--- src/rtl/bcd_conv_if.sv ---
// Start/done handshake and operand/result bus of the binary/BCD converter.
interface bcd_conv_if #(
    parameter int unsigned BIN_W  = 10,
    parameter int unsigned DIGITS = 4
);
    logic                  start;
    logic                  mode;
    logic [BIN_W-1:0]      bin_in;
    logic [4*DIGITS-1:0]   bcd_in;
    logic                  busy;
    logic                  done;
    logic [4*DIGITS-1:0]   bcd_out;
    logic [BIN_W-1:0]      bin_out;
    logic                  err;

    modport master (
        output start, mode, bin_in, bcd_in,
        input  busy, done, bcd_out, bin_out, err
    );

    modport slave (
        input  start, mode, bin_in, bcd_in,
        output busy, done, bcd_out, bin_out, err
    );
endinterface

--- src/rtl/bcd_conv_seq.sv ---
// Sequential binary<->BCD converter: one shift/adjust iteration per cycle,
// BIN_W iterations per conversion. The BCD->binary direction (with its error
// flag and bin_out register) is built only when BCD_CONV_BCD2BIN_EN is defined.
module bcd_conv_seq #(
    parameter int unsigned BIN_W  = 10,
    parameter int unsigned DIGITS = 4
) (
    input  logic        clk,
    input  logic        rst_n,
    bcd_conv_if.slave   bus
);
    localparam int unsigned BCD_W  = 4 * DIGITS;
    localparam int unsigned WORK_W = BCD_W + BIN_W;
    localparam int unsigned CNT_W  = $clog2(BIN_W + 1);

    typedef enum logic [1:0] {IDLE, RUN, DONE} state_t;

    state_t              state_q, state_d;
    logic                load_c, step_c, last_c;
    logic [CNT_W-1:0]    cnt_q;
    logic [WORK_W-1:0]   work_q, work_step_c, work_load_c;
    logic                busy_q, done_q;
    logic [BCD_W-1:0]    bcd_out_q;

`ifdef BCD_CONV_BCD2BIN_EN
    logic                mode_q, bad_q, bad_load_c, err_fin_c, err_q;
    logic [BIN_W-1:0]    bin_out_q;
`else
    logic                unused_c;
`endif

    // State register.
    always_ff @(posedge clk) begin
        if (!rst_n) state_q <= IDLE;
        else        state_q <= state_d;
    end

    // Next-state and control strobes.
    always_comb begin
        state_d = state_q;
        load_c  = 1'b0;
        step_c  = 1'b0;
        last_c  = 1'b0;
        case (state_q)
            IDLE: begin
                if (bus.start) begin
                    load_c  = 1'b1;
                    state_d = RUN;
                end
            end
            RUN: begin
                step_c = 1'b1;
                if (cnt_q == CNT_W'(1)) begin
                    last_c  = 1'b1;
                    state_d = DONE;
                end
            end
            DONE: begin
                if (bus.start) begin
                    load_c  = 1'b1;
                    state_d = RUN;
                end else begin
                    state_d = IDLE;
                end
            end
            default: state_d = IDLE;
        endcase
    end

    // Working-register load value and invalid-digit detection on the operand.
    always_comb begin
`ifdef BCD_CONV_BCD2BIN_EN
        work_load_c = bus.mode ? {bus.bcd_in, BIN_W'(0)} : {BCD_W'(0), bus.bin_in};
        bad_load_c  = 1'b0;
        for (int unsigned d = 0; d < DIGITS; d++) begin
            if (bus.bcd_in[4*d +: 4] > 4'd9) bad_load_c = 1'b1;
        end
`else
        work_load_c = {BCD_W'(0), bus.bin_in};
`endif
    end

    // One iteration: add-3 then shift left, or shift right then subtract-3.
    always_comb begin
        work_step_c = work_q;
`ifdef BCD_CONV_BCD2BIN_EN
        if (mode_q) begin
            work_step_c = work_q >> 1;
            for (int unsigned d = 0; d < DIGITS; d++) begin
                if (work_step_c[BIN_W + 4*d +: 4] >= 4'd8)
                    work_step_c[BIN_W + 4*d +: 4] = work_step_c[BIN_W + 4*d +: 4] - 4'd3;
            end
        end else
`endif
        begin
            for (int unsigned d = 0; d < DIGITS; d++) begin
                if (work_q[BIN_W + 4*d +: 4] >= 4'd5)
                    work_step_c[BIN_W + 4*d +: 4] = work_q[BIN_W + 4*d +: 4] + 4'd3;
            end
            work_step_c = work_step_c << 1;
        end
    end

`ifdef BCD_CONV_BCD2BIN_EN
    // Invalid input digit, or a residue left in the BCD part (value >= 2^BIN_W).
    assign err_fin_c = bad_q | (|work_step_c[WORK_W-1:BIN_W]);
`endif

    // Datapath: iteration counter, working register and held result registers.
    always_ff @(posedge clk) begin
        if (!rst_n) begin
            cnt_q     <= '0;
            work_q    <= '0;
            busy_q    <= 1'b0;
            done_q    <= 1'b0;
            bcd_out_q <= '0;
`ifdef BCD_CONV_BCD2BIN_EN
            mode_q    <= 1'b0;
            bad_q     <= 1'b0;
            bin_out_q <= '0;
            err_q     <= 1'b0;
`endif
        end else begin
            busy_q <= (state_d == RUN);
            done_q <= (state_d == DONE);
            if (load_c) begin
                work_q <= work_load_c;
                cnt_q  <= CNT_W'(BIN_W);
`ifdef BCD_CONV_BCD2BIN_EN
                mode_q <= bus.mode;
                bad_q  <= bad_load_c;
`endif
            end else if (step_c) begin
                work_q <= work_step_c;
                cnt_q  <= cnt_q - CNT_W'(1);
            end
            if (last_c) begin
`ifdef BCD_CONV_BCD2BIN_EN
                if (mode_q) begin
                    bin_out_q <= err_fin_c ? BIN_W'(0) : work_step_c[BIN_W-1:0];
                    err_q     <= err_fin_c;
                end else begin
                    bcd_out_q <= work_step_c[WORK_W-1:BIN_W];
                    err_q     <= 1'b0;
                end
`else
                bcd_out_q <= work_step_c[WORK_W-1:BIN_W];
`endif
            end
        end
    end

    assign bus.busy    = busy_q;
    assign bus.done    = done_q;
    assign bus.bcd_out = bcd_out_q;
`ifdef BCD_CONV_BCD2BIN_EN
    assign bus.bin_out = bin_out_q;
    assign bus.err     = err_q;
`else
    assign bus.bin_out = '0;
    assign bus.err     = 1'b0;
    // mode and bcd_in have no function in a binary->BCD-only build.
    assign unused_c    = ^{bus.mode, bus.bcd_in};
`endif
endmodule

--- src/flat_wrapper.sv ---
// flat-port wrapper written by rule: the top's interface ports become plain ports
module bcd_conv_seq_flat 
#(
    parameter int unsigned BIN_W  = 10,
    parameter int unsigned DIGITS = 4
)
  (clk, rst_n, bus_start, bus_mode, bus_bin_in, bus_bcd_in, bus_busy, bus_done, bus_bcd_out, bus_bin_out, bus_err);
  bcd_conv_if #(.BIN_W(BIN_W), .DIGITS(DIGITS)) bus_i ();
  input  logic clk;
  input  logic rst_n;
  input wire logic [$bits(bus_i.start)-1:0] bus_start;
  input wire logic [$bits(bus_i.mode)-1:0] bus_mode;
  input wire logic [$bits(bus_i.bin_in)-1:0] bus_bin_in;
  input wire logic [$bits(bus_i.bcd_in)-1:0] bus_bcd_in;
  output wire logic [$bits(bus_i.busy)-1:0] bus_busy;
  output wire logic [$bits(bus_i.done)-1:0] bus_done;
  output wire logic [$bits(bus_i.bcd_out)-1:0] bus_bcd_out;
  output wire logic [$bits(bus_i.bin_out)-1:0] bus_bin_out;
  output wire logic [$bits(bus_i.err)-1:0] bus_err;
  assign bus_i.start = bus_start;
  assign bus_i.mode = bus_mode;
  assign bus_i.bin_in = bus_bin_in;
  assign bus_i.bcd_in = bus_bcd_in;
  assign bus_busy = bus_i.busy;
  assign bus_done = bus_i.done;
  assign bus_bcd_out = bus_i.bcd_out;
  assign bus_bin_out = bus_i.bin_out;
  assign bus_err = bus_i.err;
  bcd_conv_seq #(.BIN_W(BIN_W), .DIGITS(DIGITS)) u_core (.clk(clk), .rst_n(rst_n), .bus(bus_i));
endmodule
--- config.mk ---
export PLATFORM = sky130hd
export DESIGN_NAME = bcd_conv_seq_flat
export DESIGN_NICKNAME = d
export VERILOG_FILES = /design/src/rtl/bcd_conv_if.sv /design/src/rtl/bcd_conv_seq.sv /design/src/flat_wrapper.sv
export SDC_FILE = /design/constraint.sdc
export NUM_CORES = 1
export LEC_CHECK = 0
export BUFFER_PORTS_ARGS = -buffer_cell sky130_fd_sc_hd__buf_2
export CELL_PAD_IN_SITES_DETAIL_PLACEMENT = 0
export CELL_PAD_IN_SITES_GLOBAL_PLACEMENT = 2
export CORE_AREA = 2 2 91 93
export DETAILED_ROUTE_END_ITERATION = 12
export DIE_AREA = 0 0 93 95
export PLACE_DENSITY = 0.86
export RECOVER_POWER = 100
export SYNTH_ARGS = -nofsm -noshare
export SYNTH_HDL_FRONTEND = slang
export SYNTH_SLANG_ARGS = --single-unit
--- constraint.sdc ---
create_clock -name clk -period 1.7 [get_ports clk]
set_input_delay 0.17 -clock clk [delete_from_list [all_inputs] [get_ports clk]]
set_output_delay 0.17 -clock clk [all_outputs]
set_load 0.1 [all_outputs]
; Yosys cells after proc, flatten, opt, wreduce, memory -nomap -nowiden
; Index checks and enable logic that the tools add are counted.
[totals]
regBits = 50
inputBits = 30
output_inout_bits = 29
elab_cells = 44
[classes]
add_sub_neg = 5
n_lt_le_gt_ge = 4
n_eq_ne = 5
mux = 17
bitwise = 1
n_reduce_logical = 4
[op_table]
columns = cell, count
row1 = $mux W10, 2
row2 = $mux W4, 5
row3 = $ge A4 B3 Y1 const B, 4
row4 = $add A4 B2 Y4 const B, 3
row5 = $mux W1, 6
row6 = $pmux W2 S3, 1
row7 = $eq A2 B1 Y1 const B, 2
row8 = $eq A2 B2 Y1 const B, 2
row9 = $eq A4 B1 Y1 const B, 1
row10 = $mux W2, 2
row11 = $reduce_or A2 Y1, 2
row12 = $sub A4 B1 Y4 const B, 1
row13 = $add A3 B2 Y3 const B, 1
row14 = $mux W3, 1
row15 = $logic_not A2 Y1, 1
row16 = $reduce_bool A2 Y1, 1
row17 = $not A1 Y1, 1

; Longest topological paths before layout
; Gate-level depths: netlist of the first run.
[depth]
depth_word = 4
ltp_mapped = 8
depth_no_buf = 6

; Worst setup path after synthesis of the first run
; Ideal clock, no wire load.
[synth_path]
path_kind = register -> register
from = register u_core.work_q[14]
to = register u_core.work_q[16]
setup_ns = 0.077
arrival_ns = 1.389
required_ns = 1.623
path_slack_ns = 0.234
stages_incl_launch_ff = 7
path_buffers = 0
synth_period_minus_slack_ns = 1.466
cell_sequence = dfxtp_1 -> inv_1 -> ha_1 -> nand2b_1 -> a21oi_1 -> mux2_2 -> o22ai_1
[synth_via]
elab_chain_len = 2
elab_cells_between_ends = 3
classes_between = add/sub: 1 / order compare: 1 / mux: 1
[synth_rtl]
columns = item, line
row1 = "start, declared", bcd_conv_seq.sv:21  ; logic [WORK_W-1:0] work_q, work_step_c, work_load_c;
row2 = "start signal, assigned", bcd_conv_seq.sv:127  ; work_q <= work_load_c;
row3 = "start signal, assigned", bcd_conv_seq.sv:134  ; work_q <= work_step_c;
row4 = $add A4 B2 Y4 / $ge A4 B3 Y1 (equally long branches), "bcd_conv_seq.sv:98, bcd_conv_seq.sv:97"
row5 = $mux W4 *, bcd_conv_seq.sv:97  ; if (work_q[BIN_W + 4*d +: 4] >= 4'd5)
; Mark *: on every way between the ends. The rest lies on a longest branch, timed or not.
; A chain may end at the register's enable or synchronous reset.

; Worst setup path after layout of the first run
[layout_path]
from = register u_core.work_q[19]
to = register u_core.work_q[20]
; The elaborated chain is that of the path after synthesis.

==> results of run 1 <==
## repair_timing
| action | in CTS | in global routing |
|---|---|---|
| buffers inserted | 0 | 2 |
| gates resized for setup | 0 | 8 |
| setup endpoints to repair | 0 | 7 |
## cells by family (layout without fill, tap and decap cells)
logic type | after synthesis | count (layout)
muxes | 6 | 6
AOI/OAI and AO/OA | 64 | 64
xor gates and xnor gates | 7 | 7
DFF | 50 | 50
adders and majority gates | 10 | 10
other | 1 | 11
buffers and inverters | 40 | 58
and+or+nand+nor | 90 | 91
## power breakdown
| part | internal (mW) | switching, mW |
|---|---|---|
| registers | 1.22 | 0.0300 |
| clock network | 0.328 | 0.391 |
| logic | 0.108 | 0.302 |
| total | 1.65 | 0.722 |
## sequential cells by signal, indices dropped and copies added (netlist names)
name / cells
u_core.bus.bcd_out: 16
u_core.bus.busy: 1
u_core.state_q: 2
u_core.cnt_q: 4
u_core.bus.done: 1
u_core.work_q: 26
## cells in the mapped netlist
master and count:
clkbuf_1 4, o21ai_0 10, a21boi_1 1, mux2i_1 2, and2_1 2, o21ai_2 1
buf_6 3, nand2_4 1, o22ai_1 16, nor3b_2 1, buf_2 8, nor2b_4 1
nor3b_1 7, mux2_2 4, nor2b_1 1, and2_4 1, xor2_1 1, a211oi_1 3
o211a_1 13, inv_1 12, a21oi_2 1, nand3_1 14, ha_1 10, nor4_4 1
nand2_2 1, a21oi_1 18, dfxtp_1 50, conb_1 1, xnor2_1 6, a31oi_1 1
nand2_1 44, nand2b_1 6, buf_4 13, nor2_1 10
## worst max-delay path: cells and delay by family, from the launching register on
kind            cells  cell delay, ps
compound gates      2             360
simple gates        1             160
flops               1             360
mux                 1             370
fa+ha+maj           1             180
buf+inv             1              80
## per-stage QoR
stage / cell area (um^2) / hold WS (ps) / instances
finish: 2678 / 106.3 / 402
global route: 2678 / 95.26 / 402
CTS: 2640 / 95.86 / 399
detailed placement: 2545 / 414.9 / 391
global placement: 2545 / 410.2 / 391
floorplan: 2405 / 326.0 / 278
## layout by cell type (no fill, tap or decap), types with 2 or more instances in the layout
master / instances
a21oi_2: 4
clkbuf_8: 6
nand3_1: 13
nand2_1: 44
nand2b_1: 6
nor2_1: 10
inv_1: 12
buf_2: 12
clkbuf_2: 19
ha_2: 2
mux2_2: 3
o21ai_0: 11
conb_1: 11
o211a_1: 13
a211oi_1: 3
dfxtp_1: 50
buf_4: 5
o22ai_1: 16
mux2i_1: 2
nor3b_1: 7
xnor2_1: 6
and2_0: 2
a21oi_1: 15
ha_1: 8
## per-layer routing
layer / routed length (um) / track usage (%) / vias up
met3: 230 / 3.272 / 5
met4: 36 / 2.574 / 0
met1: 2399 / 15.57 / 854
met2: 2300 / 18.24 / 38
li1: - / - / 949
met5: 0 / 0 / -
## cell type report
class | count | area (um^2)
Tap cell | 105 | 131.4
Inverter | 12 | 45.04
Clock inverter | 2 | 12.51
Sequential cell | 50 | 1001
Multi-Input combinational cell | 189 | 1189
Timing Repair Buffer | 38 | 216.5
Clock buffer | 6 | 82.58
Fill cell | 855 | 5250
## path summary, 6_finish.rpt
path / depth (start not counted) / endpoint / from / slack [ps]
hold / removal: 2 / u_core.work_q[4] / bus_bin_in[4] / 110
setup / recovery: 6 / u_core.work_q[20] / u_core.work_q[19] / 110
setup reg to reg: 6 / u_core.work_q[20] / u_core.work_q[19] / 110
hold reg to reg: 2 / u_core.bus.bcd_out[6] / u_core.bus.bcd_out[6] / 480
==> flow_metrics.tcl, run 1 <==
set metrics [dict create \
    finalCriticalPeriod_ps 1591 \
    postRouteAntennaNets 0 \
    crit_path_max_incr_delay_ps 370 \
    cts.sinks 50 \
    drcViolationCount 0 \
    critPathArrivalTime_ps 1810 \
    worstMarginPinSlew_ps 555.6 \
    grtUsageTotal_pct 11.49 \
    cts_buffer_depth 2 \
    yosysSeqAreaShare_pct 42.28 \
    period_share_pct 93.62 \
    cts_buffers 5 \
    io_pins 59 \
    grt-ovfl-total 0 \
    vias 1846 \
    syn_area_mm2 0.002367 \
    fmax_ghz 0.6283 \
    die_area_mm2 0.008835 \
    worstPathCellList "inv_1 > ha_1 > nand2b_1 > a21oi_2 > mux2_2 > o22ai_1" \
    portBuffers 30 \
    firstDrtPassIters 4 \
    cts_tree "done" \
    dpl.hpwl_um 3196 \
    synth_top_family_by_area "simple AND/OR/NAND/NOR gates" \
    die_h_um 95 \
    p_leak_nw 1.157 \
    holdCritPathClass "input pin to flop" \
    slew_viol_final 0 \
    slew-limit-headroom_pct 63.11 \
    grt_max_degree 25 \
    synth_cell_types 34 \
    ctsHoldBuffers 0 \
    synth_fa_ha_area_share_pct 5.285 \
    synth_xor_area_share_pct 2.590 \
    syn_inst 268 \
    status "finished clean" \
    cp-end-kind "flop" \
    insertedDiodeCount 0 \
    antenna_found_initial 0 \
    fin_ws_ps 108.5 \
    finClkSkew_ps 6.526 \
    die_x_um 93 \
    utilization_pct 33.78 \
    avgSynthCellArea_um2 8.833 \
    p_per_area_mw_per_mm2 886.8 \
    nets 336 \
    ys_ff_latch 50 \
    muxShareOfSynthArea_pct 2.748 \
    gp_congestion 0.7897 \
    htree_levels 2 \
    hold_viol_final 0 \
    path_class "flop to flop" \
    core.rowCount 33 \
    synth_top_cell_by_area "dfxtp_1" \
    rsz0062_at_grt "false" \
    synthSimpleGateAreaFrac_pct 19.24 \
    initial_core_util_pct 29.86 \
    area_delta_synth_final_pct 13.11 \
    grt_pass1_vias 1719 \
    power_mw 2.375 \
    synth_compound_area_share_pct 17.92 \
    cts_root_buf "clkbuf_8" \
    cp.required_ps 1920 \
    yosys.area.top_type_share_pct 42.28 \
    place_ws_ps 51.59 \
    finalSetupTns_ps 0 \
    start_kind "flop" \
    slowest_stage "mux2_2" \
    grt_pass1_wl_um 8183 \
    routedWlPerCell_um 12.35 \
    synthTopCellsByArea "dfxtp_1, nand2_1, o211a_1" \
    setup_viol 0 \
    routed_wl_um 4966 \
    clk_latency_ps 300 \
    viasPerCell 4.592 \
    cp_max_fo 3 \
    layout-drive-gt1-share_pct 20.54 \
    yosys_warnings 0 \
    coreArea_mm2 0.007928 \
    clk_pin_slew_ps 90 \
    dr.first_iter.drc_count 85 \
    maxCapViolCount 0 \
    max-vdd-ir-drop_mv 0.3375 \
]
(Power assumes the default switching activity.)
==> run 2: changes to the inputs <==
CORE_AREA = 2 2 108 79   (was 2 2 91 93)
DIE_AREA = 0 0 110 81   (was 0 0 93 95)
==> run 2 against run 1 <==
Compared with the run above:
- fmax is 0.36% higher
- global-route usage is 0.37 points higher
- highest routed layer unchanged
- worst setup slack better by 5.7 ps
- largest power group unchanged
==> flow_metrics.tcl, run 2 (same netlist as run 1, synthesis figures left out) <==
set metrics [dict create \
    hold_viol_final 0 \
    p_leak_nw 1.157 \
    p_int_mw 1.618 \
    portBuffers 30 \
    core.rowCount 28 \
    area_delta_synth_final_pct 12.79 \
    fin_area_mm2 0.002670 \
    die_h_um 81 \
    cts_root_buf "clkbuf_8" \
    die_area_mm2 0.008910 \
    whs_path_depth 2 \
    start_kind "flop" \
    critPathArrivalTime_ps 1820 \
    holdCritPathClass "input pin to flop" \
    layout-drive-gt1-share_pct 20.74 \
    top_register "u_core.work_q" \
    largest_register_ff_count 26 \
    ctsHoldBuffers 0 \
    cts_resized 0 \
    antenna_found_initial 0 \
    grtUsageTotal_pct 11.87 \
    pwr-share-clk_pct 29.8 \
    fmax_ghz 0.6306 \
    initial_core_util_pct 29.51 \
    final_common_cell "dfxtp_1" \
    clk_pin_slew_ps 100 \
    slowest_stage "dfxtp_1" \
    r2r_cells 6 \
    worstMarginPinSlew_ps 546.9 \
    coreArea_mm2 0.008023 \
    dr_wl_met2_um 2162 \
    crit_path_max_incr_delay_ps 370 \
    power_mw 2.366 \
    gp_congestion 0.7955 \
    p_sw_uw 748.4 \
    cts_tree "done" \
    max-vdd-ir-drop_mv 0.3850 \
    postRouteAntennaNets 0 \
    slew_viol_final 0 \
    p_comb_share_pct 17.6 \
    worstPathCellList "inv_1 > ha_1 > nand2b_1 > a21oi_2 > mux2_2 > o22ai_1" \
    drcViolationCount 0 \
    cp.required_ps 1930 \
    dp.cells 396 \
    slew-limit-headroom_pct 63.70 \
    top_layer "met4" \
    grt_pass1_vias 1697 \
    vias 1835 \
    die_x_um 110 \
    grt_pass1_wl_um 8252 \
    dr.first_iter.drc_count 57 \
    htree_levels 2 \
    routed_wl_um 4945 \
    clk_latency_ps 310 \
    hold_slack_ps 98.67 \
    maxCapViolCount 0 \
    finClkSkew_ps 11.24 \
    firstDrtPassIters 4 \
    io_pins 59 \
    status "finished clean" \
    dr_wl_met3_um 191 \
    fin_cells 404 \
    viasPerCell 4.542 \
    mostFrequentLayoutCells "dfxtp_1, nand2_1, clkbuf_2, o22ai_1, a21oi_1" \
    insertedDiodeCount 0 \
    post_cts_buffers 0 \
    cts.sinks 50 \
    period_share_pct 93.28 \
    finalCriticalPeriod_ps 1586 \
    cp-end-kind "flop" \
    cts_buffer_depth 2 \
    postPlaceCellArea_mm2 0.002582 \
    pwr-share-seq_pct 52.6 \
    grt_max_degree 20 \
    cts_buffers 5 \
    cp_max_fo 3 \
    nets 338 \
    grt-ovfl-total 0 \
    routedWlPerCell_um 12.24 \
    drt-met1-wl_um 2558 \
    path_class "flop to flop" \
    p_per_area_mw_per_mm2 886.2 \
    setup_viol 0 \
    dpl.hpwl_um 3486 \
    swShare_pct 31.63 \
]
-- run 2: power by group through the flow --
stage / logic [mW] / clock network (mW) / registers [mW]
2_1_floorplan: 0.327 / 0 / 1.31
3_3_place_gp: 0.421 / 0 / 1.27
3_5_place_dp: 0.426 / 0 / 1.27
4_1_cts: 0.427 / 0.735 / 1.25
5_1_grt: 0.454 / 0.785 / 1.25
6_report: 0.415 / 0.706 / 1.24
-- run 2: worst max-delay path: cells and delay by family, from the launching register on --
kind            cells  cell delay, ps
flops               1             370
mux                 1             370
compound gates      2             330
fa+ha+maj           1             190
simple gates        1             160
buf+inv             1             100
-- run 2: final cells by class --
class                   count  area, um^2
clock buffers               5       68.82
inverters                  12       45.04
multi-input cells         188        1184
flip-flops and latches     50        1002
well taps                 105       131.4
clock inverters             3       21.27
repair buffers             41       217.7
fillers                   869        5353
-- run 2: worst paths after layout --
path                                  to              startpoint  slack [ps]
setup / recovery       u_core.work_q[12]       u_core.work_q[11]         110
hold / removal          u_core.work_q[2]           bus_bin_in[2]         100
setup reg to reg       u_core.work_q[12]       u_core.work_q[11]         110
hold reg to reg   u_core.bus.bcd_out[14]  u_core.bus.bcd_out[14]         470
-- run 2: per-layer routing --
| metal | up-vias | track usage, % |
|---|---|---|
| li1 | 952 | - |
| met1 | 852 | 15.99 |
| met2 | 26 | 18.77 |
| met3 | 5 | 3.451 |
| met4 | 0 | 2.658 |
| met5 | - | 0 |
-- run 2: through the flow --
stage	worst slack, ps	utilization, %	TNS, ps
finish	114.2	33.28	0
CTS	36.54	33.31	0
global route	-7.034	33.28	-7.034
detailed placement	64.27	32.19	0
global placement	119.1	32.19	0
floorplan	234.1	-	0
==> run 3: changes to the inputs <==
CORE_AREA = 4 4 110 81   (was 2 2 108 79)
DIE_AREA = 0 0 114 85   (was 0 0 110 81)
==> run 3 against run 2 <==
Compared with the run above:
- flip-flop and latch count is the same
- combinational power is essentially flat
- worst setup slack lost 31 ps
- via count grew 0.54%
- final cell count shrank 1.5%
- power grew 15%
- highest routed layer unchanged
==> flow_metrics.tcl, run 3 (same netlist as run 1, synthesis figures left out) <==
set metrics [dict create \
    top_register "u_core.work_q" \
    postRouteAntennaNets 0 \
    die_x_um 114 \
    clk_latency_ps 290 \
    p_leak_nw 1.185 \
    slew-limit-headroom_pct 63.76 \
    grt_max_degree 21 \
    viasPerCell 4.636 \
    htree_levels 2 \
    top_layer "met4" \
    grt-ovfl-total 0 \
    start_kind "flop" \
    cts_root_buf "clkbuf_16" \
    slowest_stage "mux2_2" \
    routedWlPerCell_um 13.11 \
    worstMarginPinSlew_ps 545.9 \
    dr.first_iter.drc_count 86 \
    grtUsageTotal_pct 11.11 \
    fillers 814 \
    max-vdd-ir-drop_mv 0.4055 \
    drt-met1-wl_um 2575 \
    grt_pass1_vias 1804 \
    cp-end-kind "flop" \
    hold_slack_ps 114.0 \
    nets 336 \
    antenna_found_initial 0 \
    dp.cells 390 \
    grt_pass1_wl_um 8707 \
    worstPathCellList "inv_1 > ha_1 > nand2b_1 > a21oi_2 > mux2_2 > o22ai_1" \
    largest_register_ff_count 26 \
    ctsHoldBuffers 0 \
    dpl.hpwl_um 3653 \
    holdCritPathClass "input pin to flop" \
    cts.sinks 50 \
    cts_buffers 5 \
    routed_wl_um 5218 \
    drcViolationCount 0 \
    dr_wl_met2_um 2374 \
    dr_wl_met3_um 221 \
    critPathArrivalTime_ps 1830 \
    layout-drive-gt1-share_pct 20.88 \
    crit_path_max_incr_delay_ps 380 \
    cp.required_ps 1910 \
    power_mw 2.714 \
    fmax_ghz 0.6184 \
    io_pins 59 \
    core.rowCount 27 \
    path_class "flop to flop" \
    period_share_pct 95.13 \
    final_common_cell "dfxtp_1" \
    maxCapViolCount 0 \
    die_h_um 85 \
    finClkSkew_ps 7.366 \
    postPlaceCellArea_mm2 0.002562 \
    fin_area_mm2 0.002713 \
    vias 1845 \
    gp_congestion 0.7771 \
    area_delta_synth_final_pct 14.59 \
    hold_viol_final 0 \
    clk_pin_slew_ps 70 \
    finalCriticalPeriod_ps 1617 \
    cts_tree "done" \
    cts_buffer_depth 2 \
    finalSetupTns_ps 0 \
    portBuffers 30 \
    fin_cells 398 \
    die_area_mm2 0.009690 \
    firstDrtPassIters 4 \
    p_per_area_mw_per_mm2 1001 \
    mostFrequentLayoutCells "dfxtp_1, nand2_1, clkbuf_2, o22ai_1, a21oi_1" \
    slew_viol_final 0 \
    insertedDiodeCount 0 \
    setup_viol 0 \
    initial_core_util_pct 30.47 \
    cp_max_fo 5 \
    coreArea_mm2 0.007770 \
    status "finished clean" \
]
## run 3: cell types whose count changed in the layout (fill, tap and decap cells not counted), moves of 2 or more
cell       change
clkbuf_16      +5
clkbuf_8       -4
clkbuf_1       -3
clkbuf_2       +2
## run 3: repair_timing
action / CTS / global route
hold endpoints to repair: 0 / 0
setup buffers: 0 / 0
gates resized for setup: 0 / 5
endpoints found under the setup margin: 0 / 6
## run 3: metrics by stage
stage / util, % / setup WS (ps)
floorplan: - / 234.1
global placement: 32.98 / 127.3
detailed placement: 32.98 / 49.33
CTS: 34.98 / 39.92
global route: 34.91 / -6.571
finish: 34.91 / 82.84
## run 3: power by group
part | total, mW | switching [mW] | leakage [nW] | internal [mW]
combinational | 0.413 | 0.304 | 0.704 | 0.109
sequential | 1.25 | 0.0294 | 0.407 | 1.22
clock | 1.06 | 0.463 | 0.0735 | 0.592
## run 3: critical path, delay by kind of cell (launching register included)
kind                     cells  cell delay (ps)
adder cells (fa/ha/maj)      1              250
multiplexers                 1              380
flip-flops                   1              330
AO/OA/AOI/OAI                2              360
AND/OR/NAND/NOR              1              120
buffers and inverters        1              100
## run 3: area by class of cell
cell class / instances / area (um^2) / share of cell area, %
tap: 101 / 126.4 / 4.659
multi-input combinational: 188 / 1176 / 43.36
timing repair buffer: 39 / 209.0 / 7.703
clock buffer: 6 / 138.9 / 5.120
sequential: 50 / 1001 / 36.90
inverter: 12 / 45.04 / 1.661
clock inverter: 2 / 16.27 / 0.5996
## run 3: per-layer routing
layer	vias up	track usage [%]
met5	-	0
met4	0	2.589
met3	5	3.207
met2	27	18.07
met1	866	14.59
li1	947	-
## run 3: final timing paths
path	from	to	slack, ps	cells past startpoint
hold reg to reg	u_core.bus.bcd_out[14]	u_core.bus.bcd_out[14]	470	2
setup / recovery	u_core.work_q[19]	u_core.work_q[20]	80	6
setup reg to reg	u_core.work_q[19]	u_core.work_q[20]	80	6
hold / removal	bus_bin_in[4]	u_core.work_q[4]	110	2
